$ cat src/rtl/cfg_req_fifo_reader.sv
// Config-domain consumer of the IOSF-to-config request FIFO: pops one request word, performs a
// single register access with req/ack handshake and timeout, then pushes the completion word.
module cfg_req_fifo_reader #(
    parameter int unsigned TIMEOUT_CYC = 1024
) (
    input  logic           clk,
    input  logic           rst_n,
    input  logic [143:0]   req_q,
    input  logic           req_rdempty,
    output logic           req_rdreq,
    output logic           cfg_req,
    output logic           cfg_wr,
    output logic [31:0]    cfg_addr,
    output logic [31:0]    cfg_wdata,
    output logic [3:0]     cfg_be,
    input  logic           cfg_ack,
    input  logic [31:0]    cfg_rdata,
    output logic [143:0]   cpl_data,
    output logic           cpl_wrreq,
    input  logic           cpl_wrfull,
    output logic           busy,
    output logic [15:0]    timeout_cnt
);

    typedef enum logic [2:0] {
        st_idle,
        st_pop,
        st_latch,
        st_req,
        st_cpl
    } state_t;

    localparam logic [15:0] tmo_last = 16'(TIMEOUT_CYC - 1);

    state_t      state;
    logic [15:0] tcnt;
    logic [7:0]  tag;

    // Reserved request bits carry no meaning for this block.
    logic unused_req_bits;
    assign unused_req_bits = ^{req_q[130:128], req_q[95:32]};

    assign cpl_wrreq = (state == st_cpl) & ~cpl_wrfull;

    always_ff @(posedge clk or negedge rst_n) begin
        if (!rst_n) begin
            state       <= st_idle;
            tcnt        <= 16'h0;
            tag         <= 8'h0;
            req_rdreq   <= 1'b0;
            cfg_req     <= 1'b0;
            cfg_wr      <= 1'b0;
            cfg_addr    <= 32'h0;
            cfg_wdata   <= 32'h0;
            cfg_be      <= 4'h0;
            cpl_data    <= 144'h0;
            busy        <= 1'b0;
            timeout_cnt <= 16'h0;
        end else begin
            case (state)
                st_idle: begin
                    if (!req_rdempty && !cpl_wrfull) begin
                        state     <= st_pop;
                        req_rdreq <= 1'b1;
                        busy      <= 1'b1;
                    end
                end
                st_pop: begin
                    state     <= st_latch;
                    req_rdreq <= 1'b0;
                end
                st_latch: begin
                    tag       <= req_q[143:136];
                    cfg_wr    <= req_q[135];
                    cfg_be    <= req_q[134:131];
                    cfg_addr  <= req_q[127:96];
                    cfg_wdata <= req_q[31:0];
                    tcnt      <= 16'h0;
                    cfg_req   <= 1'b1;
                    state     <= st_req;
                end
                st_req: begin
                    tcnt <= tcnt + 16'h1;
                    // An ack on the final allowed cycle still counts as success.
                    if (cfg_ack) begin
                        cpl_data <= {tag, cfg_wr, 2'b00, 101'h0, (cfg_wr ? 32'h0 : cfg_rdata)};
                        cfg_req  <= 1'b0;
                        state    <= st_cpl;
                    end else if (tcnt == tmo_last) begin
                        cpl_data <= {tag, cfg_wr, 2'b01, 101'h0, 32'h0};
                        cfg_req  <= 1'b0;
                        state    <= st_cpl;
                        if (timeout_cnt != 16'hFFFF) begin
                            timeout_cnt <= timeout_cnt + 16'h1;
                        end
                    end
                end
                st_cpl: begin
                    if (!cpl_wrfull) begin
                        state <= st_idle;
                        busy  <= 1'b0;
                    end
                end
                default: begin
                    state     <= st_idle;
                    req_rdreq <= 1'b0;
                    cfg_req   <= 1'b0;
                    busy      <= 1'b0;
                end
            endcase
        end
    end

endmodule

$ cat config.mk
export PLATFORM = sky130hd
export DESIGN_NAME = cfg_req_fifo_reader
export DESIGN_NICKNAME = d
export VERILOG_FILES = /design/src/rtl/cfg_req_fifo_reader.sv
export SDC_FILE = /design/constraint.sdc
export NUM_CORES = 1
export LEC_CHECK = 0
export CORE_ASPECT_RATIO = 0.6
export CORE_MARGIN = 2
export CORE_UTILIZATION = 30
export DETAILED_ROUTE_END_ITERATION = 16
export GPL_TIMING_DRIVEN = 0
export HOLD_SLACK_MARGIN = 0.05
export PLACE_DENSITY = 0.68
export SKIP_LAST_GASP = 1
export SYNTH_ARGS = -nofsm -noshare
export SYNTH_HDL_FRONTEND = slang
export SYNTH_SLANG_ARGS = --single-unit
$ cat constraint.sdc
create_clock -name clk -period 2.2 [get_ports clk]
set_clock_uncertainty 0.1 [all_clocks]
set_input_delay 0.55 -clock clk [delete_from_list [all_inputs] [get_ports clk]]
set_output_delay 0.55 -clock clk [all_outputs]
set_load 0.01 [all_outputs]
# --- After elaboration in Yosys (flattened, before gate mapping) ---
# Cells that the tools add are included.
totals:
  reg_bits: 259
  input_bits: 181
classes:
  n_addsub: 2
  n_eq_ne: 9
  mux: 16
  bitwise: 6
  reduce_logical: 15
op_table:
  columns: ["op", "n"]
  rows:
  - ["2-to-1 mux 144 bit", 2]
  - ["adder 16 x 1 -> 16 bit (second input constant)", 2]
  - ["2-to-1 mux 32 bit", 1]
  - ["case mux 16 bit (2 select lines)", 1]
  - ["equality test 16 x 10 -> 1 bit (second input constant)", 1]
  - ["!= test 16 bit (second input constant)", 1]
  - ["case mux 3 bit (5 select lines)", 1]
  - ["2-to-1 mux 3 bit", 4]
  - ["OR reduction 3 bit", 3]
  - ["equality test 3 x 2 -> 1 bit (second input constant)", 2]
  - ["case mux 1 bit (3 select lines)", 2]
  - ["AND reduction 2 bit", 3]
  - ["AND reduction 3 bit", 2]
  - ["inverter 1 bit", 5]
  - ["2-to-1 mux 1 bit", 4]
  - ["!= test 2 bit (second input constant)", 2]
  - ["AND reduction 4 bit", 1]
  - ["nonzero test 2 bit", 2]
  - ["equality test 3 x 1 -> 1 bit (second input constant)", 1]
  - ["equality test 3 bit (second input constant)", 1]
  - ["logical NOT 3 bit", 1]
  - ["!= test 3 bit (second input constant)", 1]
  - ["logical NOT 1 bit", 2]
  - ["case mux 1 bit (2 select lines)", 1]
  - ["other kinds (2)", 2]

# --- Logic depth before layout (Yosys ltp) ---
# Gate-level depths: netlist of the first run.
logic_depth:
  word_depth: 4
  mapped_depth: 8
  ltp_nobuf: 6

# --- Worst setup path after synthesis of the first run ---
# OpenSTA, ideal clock, no wires.
synth_path:
  kind: "flip-flop to flip-flop"
  start: "register tcnt[0]"
  end: "register timeout_cnt[15]"
  setup_ps: 125
  arrival_time_ps: 1924
  required_time_ps: 1975
  slack_ps: 51
  stages_incl_launch_ff: 7
  path_buffers: 0
  period_less_slack_ps: 2149
  path_cell_list: "dfrtp_1 > ha_1 > nand4_4 > nor4_2 > nand2_2 > nor4_2 > mux2_2"
synth_via:
  elab_chain_len: 2
synth_lines:
  columns: ["item", "line_no", "text"]
  rows:
  - ["start, declared", "36", "logic [15:0] tcnt;"]
  - ["start signal, assigned", "83", "tcnt <= tcnt + 16'h1;"]
  - ["equality test 16 x 10 -> 1 bit", "89", "end else if (tcnt == tmo_last) begin"]
  - ["AND reduction 4 bit (no source line)", null, null]
  - ["end signal, assigned", "94", "timeout_cnt <= timeout_cnt + 16'h1;"]
  - ["end, declared", "22", "output logic [15:0] timeout_cnt"]
# Every way passes these cells.
# A chain may end at the register's enable or synchronous reset.

# --- Worst setup path in the final report of the first run ---
layout_path:
  start: "register tcnt[12]"
  end: "register cpl_data[141]"
layout_via:
  elab_chain_len: 3
layout_lines:
  columns: ["item", "line_no", "text"]
  rows:
  - ["equality test 16 x 10 -> 1 bit", "89", null]
  - ["nonzero test 2 bit (no source line)", null, null]
  - ["AND reduction 2 bit (no source line)", null, null]
  - ["end signal, assigned", "86", "cpl_data <= {tag, cfg_wr, 2'b00, 101'h0, (cfg_wr ? 32'h0 : cfg_rdata)};"]
  - ["end signal, assigned", "90", "cpl_data <= {tag, cfg_wr, 2'b01, 101'h0, 32'h0};"]
  - ["end, declared", "18", "output logic [143:0] cpl_data,"]
# Every way passes these cells.

==> results of run 1 <==
-- final cells by class --
cell class	instances	area share [%]
buffer	121	8.00
clock inverter	13	1.24
timing repair buffer	261	23.1
sequential	157	35.0
clock buffer	19	4.03
multi-input combinational	388	24.9
tap	315	3.51
inverter	6	0.200
-- state kept, by name, summed over array words and instances, names as in the netlist, 3 cells and up --
register and cells:
cfg_addr 32, cfg_be 4, cfg_wdata 32, cpl_data 42
state 3, tag 8, tcnt 16, timeout_cnt 16
-- timing repair --
action | in CTS | in global routing
endpoints found under the setup margin | 141 | 133
resized for setup | 19 | 27
pin swaps | 5 | 7
endpoints found under the hold margin | 71 | 0
hold buffers | 1 | 0
setup buffers | 7 | 8
-- power breakdown --
part           switching [mW]  leakage (nW)  internal, mW
clock network            1.25         0.290          1.74
registers               0.665          1.95          4.02
logic                    2.37          2.91          3.43
-- layer usage --
metal  vias up  wire [µm]
met4         0        177
met2       189       9050
met5         -          0
li1       2584          -
met1      2654       8520
met3        14       2220
-- through the flow --
step	worst slack (ps)	power, mW
after floorplan	51.0	7.45
after detailed placement	-1100	10.4
after global routing	-71.9	14.3
final	-16.3	13.5
after global placement	-6180	10.3
after CTS	-30.1	13.6
-- cells in the mapped netlist, types with 2 or more instances --
library cell	number	share of area (%)
sky130_fd_sc_hd__dfrtp_1	157	55
sky130_fd_sc_hd__buf_4	102	11
sky130_fd_sc_hd__mux2_2	83	13
sky130_fd_sc_hd__a22o_1	35	4.3
sky130_fd_sc_hd__nand2_1	27	1.4
sky130_fd_sc_hd__nor2_1	21	1.1
sky130_fd_sc_hd__o21ai_0	15	1.0
sky130_fd_sc_hd__buf_2	14	0.98
sky130_fd_sc_hd__nand3_1	14	0.98
sky130_fd_sc_hd__nand4_1	12	1.0
sky130_fd_sc_hd__nor3_1	10	0.70
sky130_fd_sc_hd__xnor2_1	8	0.98
sky130_fd_sc_hd__xor2_1	8	0.98
sky130_fd_sc_hd__a21oi_1	6	0.42
sky130_fd_sc_hd__and3_1	6	0.52
sky130_fd_sc_hd__inv_1	6	0.31
sky130_fd_sc_hd__mux2_4	6	1.3
sky130_fd_sc_hd__clkbuf_1	5	0.26
sky130_fd_sc_hd__mux2i_1	4	0.56
sky130_fd_sc_hd__and4_1	3	0.37
sky130_fd_sc_hd__nand3b_1	3	0.31
sky130_fd_sc_hd__nor4_1	3	0.26
sky130_fd_sc_hd__ha_1	2	0.35
sky130_fd_sc_hd__nor4_2	2	0.35
-- path summary, 6_finish.rpt --
kind	start	end	depth (start not counted)
worst max-delay path	tcnt[12]	cpl_data[141]	5
worst min-delay path	cpl_data[133]	cpl_data[133]	2
worst max register to register	tcnt[12]	cpl_data[141]	5
worst min register to register	cpl_data[133]	cpl_data[133]	2
max in group asynchronous	rst_n	cfg_addr[25]	3
min in group asynchronous	rst_n	timeout_cnt[3]	2
-- worst max-delay path, delay by kind of cell (launching register included) --
family          cells  cell delay [ps]
compound gates      1              180
buf+inv             1              200
flops               1              400
mux                 1              300
simple gates        2              920
-- logic make-up after synthesis --
logic type,after synthesis
compound gates,61
mux,93
buf+inv,130
flops,157
simple gates,114
xor+xnor,16
other cells,1
fa+ha+maj,2
==> impl_metrics.ini, run 1 <==
[placed_design]
placed_cells = 1235
globalplace.congestion = 0.819
placedInstanceArea_mm2 = 0.0104
dp.final_hpwl_um = 14800
io_buffers = 244

[logic_synthesis]
synth_compound_area_share_pct = 6.34
syn-mean-instance-area_um2 = 12.5
synth_top_family_by_area = multiplexers
synth_area_mm2 = 0.00716
post_synth_and_or_nand_nor_area_fraction_pct = 9.05
synth_enable_flop_cells = 0
yosys-mux-area-fraction_pct = 14.9
ys_seq_elements = 157
synth_xor_xnor_area_share_pct = 1.96
synthFlopType = sky130_fd_sc_hd__dfrtp_1
synthCells = 574
synth-adder-area-share_pct = 0.349
synth.yosys.seq_area_share_pct = 54.9
asyncSetResetFlopFracSynth_pct = 100
synth-warning-count = 0
post_synth_num_cell_types = 46

[floorplanning]
io_pins = 414
die_w_um = 203
site_row_count = 43
chipHeight_um = 124
die_area_mm2 = 0.0252
floorplan.initialDensity_pct = 30.8
core_area_mm2 = 0.0232

[routing]
detailedRoute.firstIterationViolations = 160
drtAntennaViolNets = 0
drc_violation_count_after_routing = 0
drt_first_pass_iters = 4
post_drt_wl_per_cell_um = 15.6
via_count = 5441
drt_wl_total_um = 20000
routed_via_density = 4.25

[pwr]
power.ir.vdd_worst_uv = 645
powerDensity_mw_per_mm2 = 1200
p_leak_nw = 5.15

[hold_path]
hp-class = register to register

[grt]
antenna_found_initial = 0
vias_in_the_first_global_route = 5307
grtUsageMet2_pct = 23.4
global_route.usage.met1_pct = 20.1
grt_first_pass_wirelength_um = 30000
met3_usage_pct = 8.27
grtUsageTotal_pct = 15.8
globalRoute.busiestLayer = met2
grt_start_max_net_pins = 87
globalRoute.totalOverflow = 0

[timing]
hold_viol = 0
final.setup.worst_slack_ps = -16.3
post-route-min-period_ps = 2220
fin_tns_setup_ps = -47.2
drv_slew = 0
worst_hold_margin_ps = 376
timing.slew.headroom_pct = 61.1
tightest_slew_ps = 583
max_clock_freq_mhz = 451
final-setup-viol-count = 6
grt_setup_unrepaired = true
period_utilisation_layout_pct = 101

[final_layout]
relative_area_change_from_synthesis_to_final_layout_pct = 57.0
utilization_pct = 48.4
multi_input_area_mm2 = 0.00280
area.sequential_mm2 = 0.00394
drive_above_1_share_pct = 29.9
filler_cell_count = 2092
fin_cells = 1280
insertedDiodeCount = 0
final_net_count = 1135
layout.cells.most_common = sky130_fd_sc_hd__clkdlybuf4s50_1
postLayoutCellArea_mm2 = 0.0112
most_frequent_cells_in_the_layout = 242 x sky130_fd_sc_hd__clkdlybuf4s50_1, 150 x sky130_fd_sc_hd__dfrtp_1, 121 x sky130_fd_sc_hd__buf_4

[status]
failing_checks = setup timing
outcome = finished, violations left

[worst_setup_path]
critical_path.max_fanout = 10
required_ps = 2400
worstSetupEndpointType = register
reg2reg_slack_ps = -20
cp_slowest_cell = sky130_fd_sc_hd__or4_4
data_arrival_time_of_the_worst_path_ps = 2420
critical_path_class = register to register
cp_cell_sequence = or4_4 > nor4_4 > o21ai_4 > buf_8 > mux2_4
crit_path_max_incr_delay_ps = 590
startpoint_type = register

[clock_network]
clkTransAtPathRegs_ps = 60
tritoncts = built
cts-root-to-sink-buffers = 2
worst_skew_pair.late_latency_ps = 430
clock_sink_total = 157
cts_inserted_buffers = 17
htree_levels = 4
clock_tree.root_cell = sky130_fd_sc_hd__clkbuf_16

[job]
drv_cap = 0
(Power assumes the default switching activity.)
==> run 2, diff against run 1 <==
- ABC_CLOCK_PERIOD_IN_PS: unset -> 2200
- CORE_AREA: unset -> 2 2 163 165
- CORE_ASPECT_RATIO: 0.6 -> unset
- CORE_MARGIN: 2 -> unset
- CORE_UTILIZATION: 30 -> unset
- DIE_AREA: unset -> 0 0 165 167
- PLACE_DENSITY: 0.68 -> 0.64
==> run 2 against run 1 <==
  * The flow now finishes without violations
  * Flip-flop and latch count unchanged
  * Worst hold slack about the same
  * Highest routed layer unchanged
  * Final cell count up 1.3%
  * Power up 0.61%
  * Largest cell class unchanged
  * Wire length down 2.1%
  * Register-to-register slack better by 70 ps
  * Design area down 0.16%
  * Clock power up 3%
  * Maximum frequency up 3.5%
==> impl_metrics.ini, run 2 (synthesis results as in run 1) <==
[status]
outcome = completed

[worst_setup_path]
critical_path.max_fanout = 10
critical_path_class = register to register
reg_to_reg_critical_path_endpoint = cpl_data[138]
crit_path_max_incr_delay_ps = 380
regToRegStartpoint = state[2]
startpoint_type = register
reg2reg_slack_ps = 60
cp_cell_sequence = buf_2 > nand2b_1 > nor2_1 > o21ai_4 > buf_6 > mux2_4
required_ps = 2410
worstRegToRegCells = 6
cp_slowest_cell = sky130_fd_sc_hd__nor2_1
worstSetupEndpointType = register
data_arrival_time_of_the_worst_path_ps = 2350

[final_layout]
insertedDiodeCount = 0
reg_top3 = cpl_data: 42 flops, cfg_addr: 32 flops, cfg_wdata: 32 flops
largest_register_ffs = 42
filler_cell_count = 2427
drive_above_1_share_pct = 29.4
final_net_count = 1132
utilization_pct = 43.6
layout.cells.most_common = sky130_fd_sc_hd__clkdlybuf4s50_1
most_frequent_cells_in_the_layout = 241 x sky130_fd_sc_hd__clkdlybuf4s50_1, 151 x sky130_fd_sc_hd__dfrtp_1, 113 x sky130_fd_sc_hd__buf_4
register_with_the_most_flip_flops = cpl_data
relative_area_change_from_synthesis_to_final_layout_pct = 56.7

[routing]
drtAntennaViolNets = 0
via_count = 5365
drc_violation_count_after_routing = 0
drt_wl_total_um = 19500
post_drt_wl_per_cell_um = 15.1
routed_via_density = 4.14
drt_first_pass_iters = 5
detailedRoute.firstIterationViolations = 193

[placed_design]
io_buffers = 244
detailedPlace.worstSlack_ps = -893
dp.final_hpwl_um = 14400
globalplace.congestion = 0.779

[grt]
grtUsageTotal_pct = 14.2
globalRoute.totalOverflow = 0
grt_first_pass_wirelength_um = 29900
grt_start_max_net_pins = 95
antenna_found_initial = 0
vias_in_the_first_global_route = 5397

[floorplanning]
io_pins = 414
die_area_mm2 = 0.0276
die_w_um = 165
core_area_mm2 = 0.0258
floorplan.initialDensity_pct = 27.8
chipHeight_um = 167
site_row_count = 59

[timing]
grt_setup_unrepaired = true
tightest_slew_ps = 518
hold_viol = 0
timing.slew.headroom_pct = 65.5
max_clock_freq_mhz = 467
final-setup-viol-count = 0
drv_slew = 0
period_utilisation_layout_pct = 97.3
post-route-min-period_ps = 2140
final.setup.worst_slack_ps = 58.4

[pwr]
switching_pwr_mw = 4.45
p_int_mw = 9.10
comb_power_share_pct = 42.8
power.ir.vdd_worst_uv = 692
fin_total_pwr_mw = 13.5
pwr-share-seq_pct = 34.5
power.share.switching_pct = 32.9
clock_power_share_pct = 22.7
powerDensity_mw_per_mm2 = 1210
p_leak_nw = 5.16

[hold_path]
hold_path_end = cpl_data[133]
min_delay_path_depth = 2
hp-class = register to register
hp-start = cpl_data[133]

[clock_network]
clkTransAtPathRegs_ps = 80
tritoncts = built
cts_inserted_buffers = 17
clock_sink_total = 157
htree_levels = 4
clock_tree.root_cell = sky130_fd_sc_hd__clkbuf_16
worst_skew_pair.late_latency_ps = 420
cts-root-to-sink-buffers = 2

[job]
drv_cap = 0
[run 2: timing repair]
action | 4_1_cts | 5_1_grt
pin swaps | 5 | 6
resized for setup | 16 | 17
hold buffers | 1 | 0
endpoints found under the hold margin | 63 | 0
setup buffers | 5 | 5
endpoints found under the setup margin | 141 | 119
[run 2: through the flow]
step	hold slack (ps)	instances	area [µm²]	setup TNS (ps)
2_1_floorplan	154	675	7540	0
3_3_place_gp	362	1254	10400	-1060130
3_5_place_dp	363	1255	10400	-57880
4_1_cts	380	1292	11200	-210
5_1_grt	408	1297	11200	-347
6_report	376	1297	11200	0
[run 2: power by group through the flow]
stage	logic, mW	clock network [mW]	registers, mW
floorplan	2.39	0	5.07
global placement	5.69	0	4.67
detailed placement	5.71	0	4.70
CTS	5.82	3.19	4.69
global route	6.24	3.33	4.82
finish	5.80	3.08	4.67
[run 2: metal layers]
layer / vias to the layer above / track usage (%) / wire (µm)
met2: 257 / 23.2 / 9300
met4: 0 / 4.01 / 218
met3: 16 / 6.30 / 2220
met5: - / 0 / 0
li1: 2565 / - / -
met1: 2527 / 16.7 / 7810
[run 2: worst max path at each step]
stage | start | to | depth (start not counted)
6_report | state[2] | cpl_data[138] | 6
2_1_floorplan | tcnt[0] | timeout_cnt[15] | 6
4_1_cts | state[2] | cpl_data[13] | 5
3_3_place_gp | rst_n | cpl_data[15] | 1
5_1_grt | state[2] | cpl_data[138] | 6
3_5_place_dp | cfg_ack | cpl_data[13] | 4
[run 2: final cells by class]
| cell class | instances | area [µm²] | area share, % |
|---|---|---|---|
| flip-flops and latches | 157 | 3940 | 35.1 |
| multi-input cells | 388 | 2780 | 24.7 |
| repair buffers | 256 | 2570 | 22.9 |
| plain buffers | 123 | 882 | 7.86 |
| clock buffers | 17 | 425 | 3.79 |
| well taps | 335 | 419 | 3.73 |
| clock inverters | 15 | 195 | 1.74 |
| inverters | 6 | 22.5 | 0.201 |
[run 2: worst max-delay path: cells and delay by family, from the launching register on]
kind | cells | cell delay [ps]
buffers and inverters | 2 | 360
DFF | 1 | 370
AOI/OAI and AO/OA | 1 | 150
and+or+nand+nor | 2 | 730
muxes | 1 | 300
==> run 3, diff against run 2 <==
- ABC_CLOCK_PERIOD_IN_PS: 2200 -> 2300
- PLACE_DENSITY: 0.64 -> 0.62
- clock period: 2.2 -> 2.3 ns (I/O delays scaled with it)
==> run 3 against run 2 <==
  * First-iteration DRC count fell by 14%
  * Clock power fell by 9.1%
  * Setup slack improved by 20 ps
  * Wire length fell by 2.4%
  * Die area did not move
  * Sequential power fell by 4.9%
  * Largest cell class unchanged
  * Largest power group unchanged
  * Via count fell by 1.3%
  * Critical path depth fell by 1
  * Count of clock-buffer cells in the layout did not move
  * Worst hold slack improved by 1.7 ps
  * Core utilization fell by 0.48 points
  * Combinational power fell by 5.7%
==> impl_metrics.ini, run 3 (synthesis results as in run 1) <==
[timing]
period_utilisation_layout_pct = 96.6
hold_viol = 0
timing.slew.headroom_pct = 63.7
fin_tns_setup_ps = 0
final-setup-viol-count = 0
tightest_slew_ps = 545
worst_hold_margin_ps = 378
final.setup.worst_slack_ps = 78.3
post-route-min-period_ps = 2220
max_clock_freq_mhz = 450
drv_slew = 0
grt_setup_unrepaired = false

[floorplanning]
io_pins = 414
core_area_mm2 = 0.0258
site_row_count = 59
die_w_um = 165
floorplan.initialDensity_pct = 27.8
chipHeight_um = 167
die_area_mm2 = 0.0276

[grt]
grt_start_max_net_pins = 92
global_route.usage.met1_pct = 16.2
globalRoute.busiestLayer = met2
antenna_found_initial = 0
globalRoute.totalOverflow = 0
met3_usage_pct = 6.82
grtUsageTotal_pct = 14.0
grtUsageMet2_pct = 23.4
grt_first_pass_wirelength_um = 29800
vias_in_the_first_global_route = 5405

[routing]
drt_wl_total_um = 19100
drt_first_pass_iters = 4
via_count = 5294
detailedRoute.firstIterationViolations = 166
drtAntennaViolNets = 0
post_drt_wl_per_cell_um = 14.8
drc_violation_count_after_routing = 0
routed_via_density = 4.10

[final_layout]
most_frequent_cells_in_the_layout = 241 x sky130_fd_sc_hd__clkdlybuf4s50_1, 156 x sky130_fd_sc_hd__dfrtp_1, 106 x sky130_fd_sc_hd__buf_4
register_with_the_most_flip_flops = cpl_data
utilization_pct = 43.1
insertedDiodeCount = 0
layout.cells.most_common = sky130_fd_sc_hd__clkdlybuf4s50_1
postLayoutCellArea_mm2 = 0.0111
reg_top3 = cpl_data: 42 flops, cfg_addr: 32 flops, cfg_wdata: 32 flops
area.sequential_mm2 = 0.00393
filler_cell_count = 2479
largest_register_ffs = 42
multi_input_area_mm2 = 0.00275
final_net_count = 1126
drive_above_1_share_pct = 28.1
relative_area_change_from_synthesis_to_final_layout_pct = 55.0
fin_cells = 1291

[hold_path]
hp-class = register to register
hold_path_end = cpl_data[133]
hp-start = cpl_data[133]
min_delay_path_depth = 2

[pwr]
powerDensity_mw_per_mm2 = 1140
fin_total_pwr_mw = 12.7
p_int_mw = 8.52
pwr-share-seq_pct = 35.0
p_leak_nw = 5.11
comb_power_share_pct = 43.0
power.ir.vdd_worst_uv = 618
clock_power_share_pct = 22.0
switching_pwr_mw = 4.18
power.share.switching_pct = 32.9

[worst_setup_path]
worstRegToRegCells = 5
crit_path_max_incr_delay_ps = 600
worstSetupEndpointType = register
required_ps = 2500
startpoint_type = register
cp_cell_sequence = or4_4 > nor4_4 > o21ai_2 > buf_6 > mux2_4
cpLargestDelayFamily = simple AND/OR/NAND/NOR gates
regToRegStartpoint = tcnt[12]
reg2reg_slack_ps = 80
critical_path_class = register to register
critical_path.max_fanout = 10
reg_to_reg_critical_path_endpoint = cpl_data[137]
timing.critical_path.buf_inv = 1
data_arrival_time_of_the_worst_path_ps = 2420
cp_slowest_cell = sky130_fd_sc_hd__or4_4

[clock_network]
htree_levels = 4
clock_tree.root_cell = sky130_fd_sc_hd__clkbuf_16
tritoncts = built
worst_skew_pair.late_latency_ps = 420
clkTransAtPathRegs_ps = 70
cts_inserted_buffers = 17
clock_sink_total = 157
cts-root-to-sink-buffers = 2

[placed_design]
io_buffers = 244
placedInstanceArea_mm2 = 0.0104
globalplace.congestion = 0.811
dp.final_hpwl_um = 14300
detailedPlace.worstSlack_ps = -547
placed_cells = 1255

[job]
drv_cap = 0

[status]
outcome = completed
run 3: changes by cell type in the layout (fill, tap and decap cells not counted), moves of 2 or more:
cell | previous run | this run
sky130_fd_sc_hd__clkbuf_4 | 0 | 2
sky130_fd_sc_hd__buf_4 | 113 | 106
sky130_fd_sc_hd__dfrtp_1 | 151 | 156
sky130_fd_sc_hd__dfrtp_2 | 6 | 1
sky130_fd_sc_hd__clkinv_8 | 4 | 2
run 3: power by group through the flow:
stage / clock network (mW) / registers [mW] / logic (mW)
5_1_grt: 3.02 / 4.59 / 5.91
4_1_cts: 2.91 / 4.46 / 5.57
6_report: 2.80 / 4.44 / 5.47
3_5_place_dp: 0 / 4.48 / 5.49
3_3_place_gp: 0 / 4.46 / 5.44
2_1_floorplan: 0 / 4.85 / 2.28
run 3: layer usage:
metal  vias to the layer above  part of all wire [%]
met4                         0                  0.86
li1                       2549                     -
met1                      2492                    40
met3                        12                    12
met5                         -                     0
met2                       241                    48
run 3: what timing repair did:
item | 4_1_cts | 5_1_grt
hold endpoints to repair | 66 | 0
endpoints found under the setup margin | 111 | 65
hold buffers | 1 | 0
buffers inserted | 2 | 2
resized for setup | 8 | 13
pin swaps | 5 | 3
run 3: cell type report:
type / instances / share of cell area, %
inverter: 6 / 0.203
clock inverter: 15 / 1.45
timing repair buffer: 250 / 22.6
clock buffer: 17 / 3.83
tap: 335 / 3.78
multi-input combinational: 388 / 24.8
sequential: 157 / 35.4
buffer: 123 / 7.95
run 3: worst reg2reg max path, stage by stage (launching register included):
cell and delay [ps]:
sky130_fd_sc_hd__dfrtp_1 440, sky130_fd_sc_hd__or4_4 600, sky130_fd_sc_hd__nor4_4 290, sky130_fd_sc_hd__o21ai_2 180, sky130_fd_sc_hd__buf_6 200, sky130_fd_sc_hd__mux2_4 300
run 3: how the worst max path moves through the flow:
stage	from	to	slack [ps]	cells after the start
floorplan	tcnt[0]	timeout_cnt[15]	150	6
global placement	rst_n	cfg_addr[17]	-6410	1
detailed placement	cfg_ack	timeout_cnt[15]	-550	6
CTS	state[2]	state[0]	-20	6
global route	state[2]	tag[6]	0.7	5
finish	tcnt[12]	cpl_data[137]	80	5
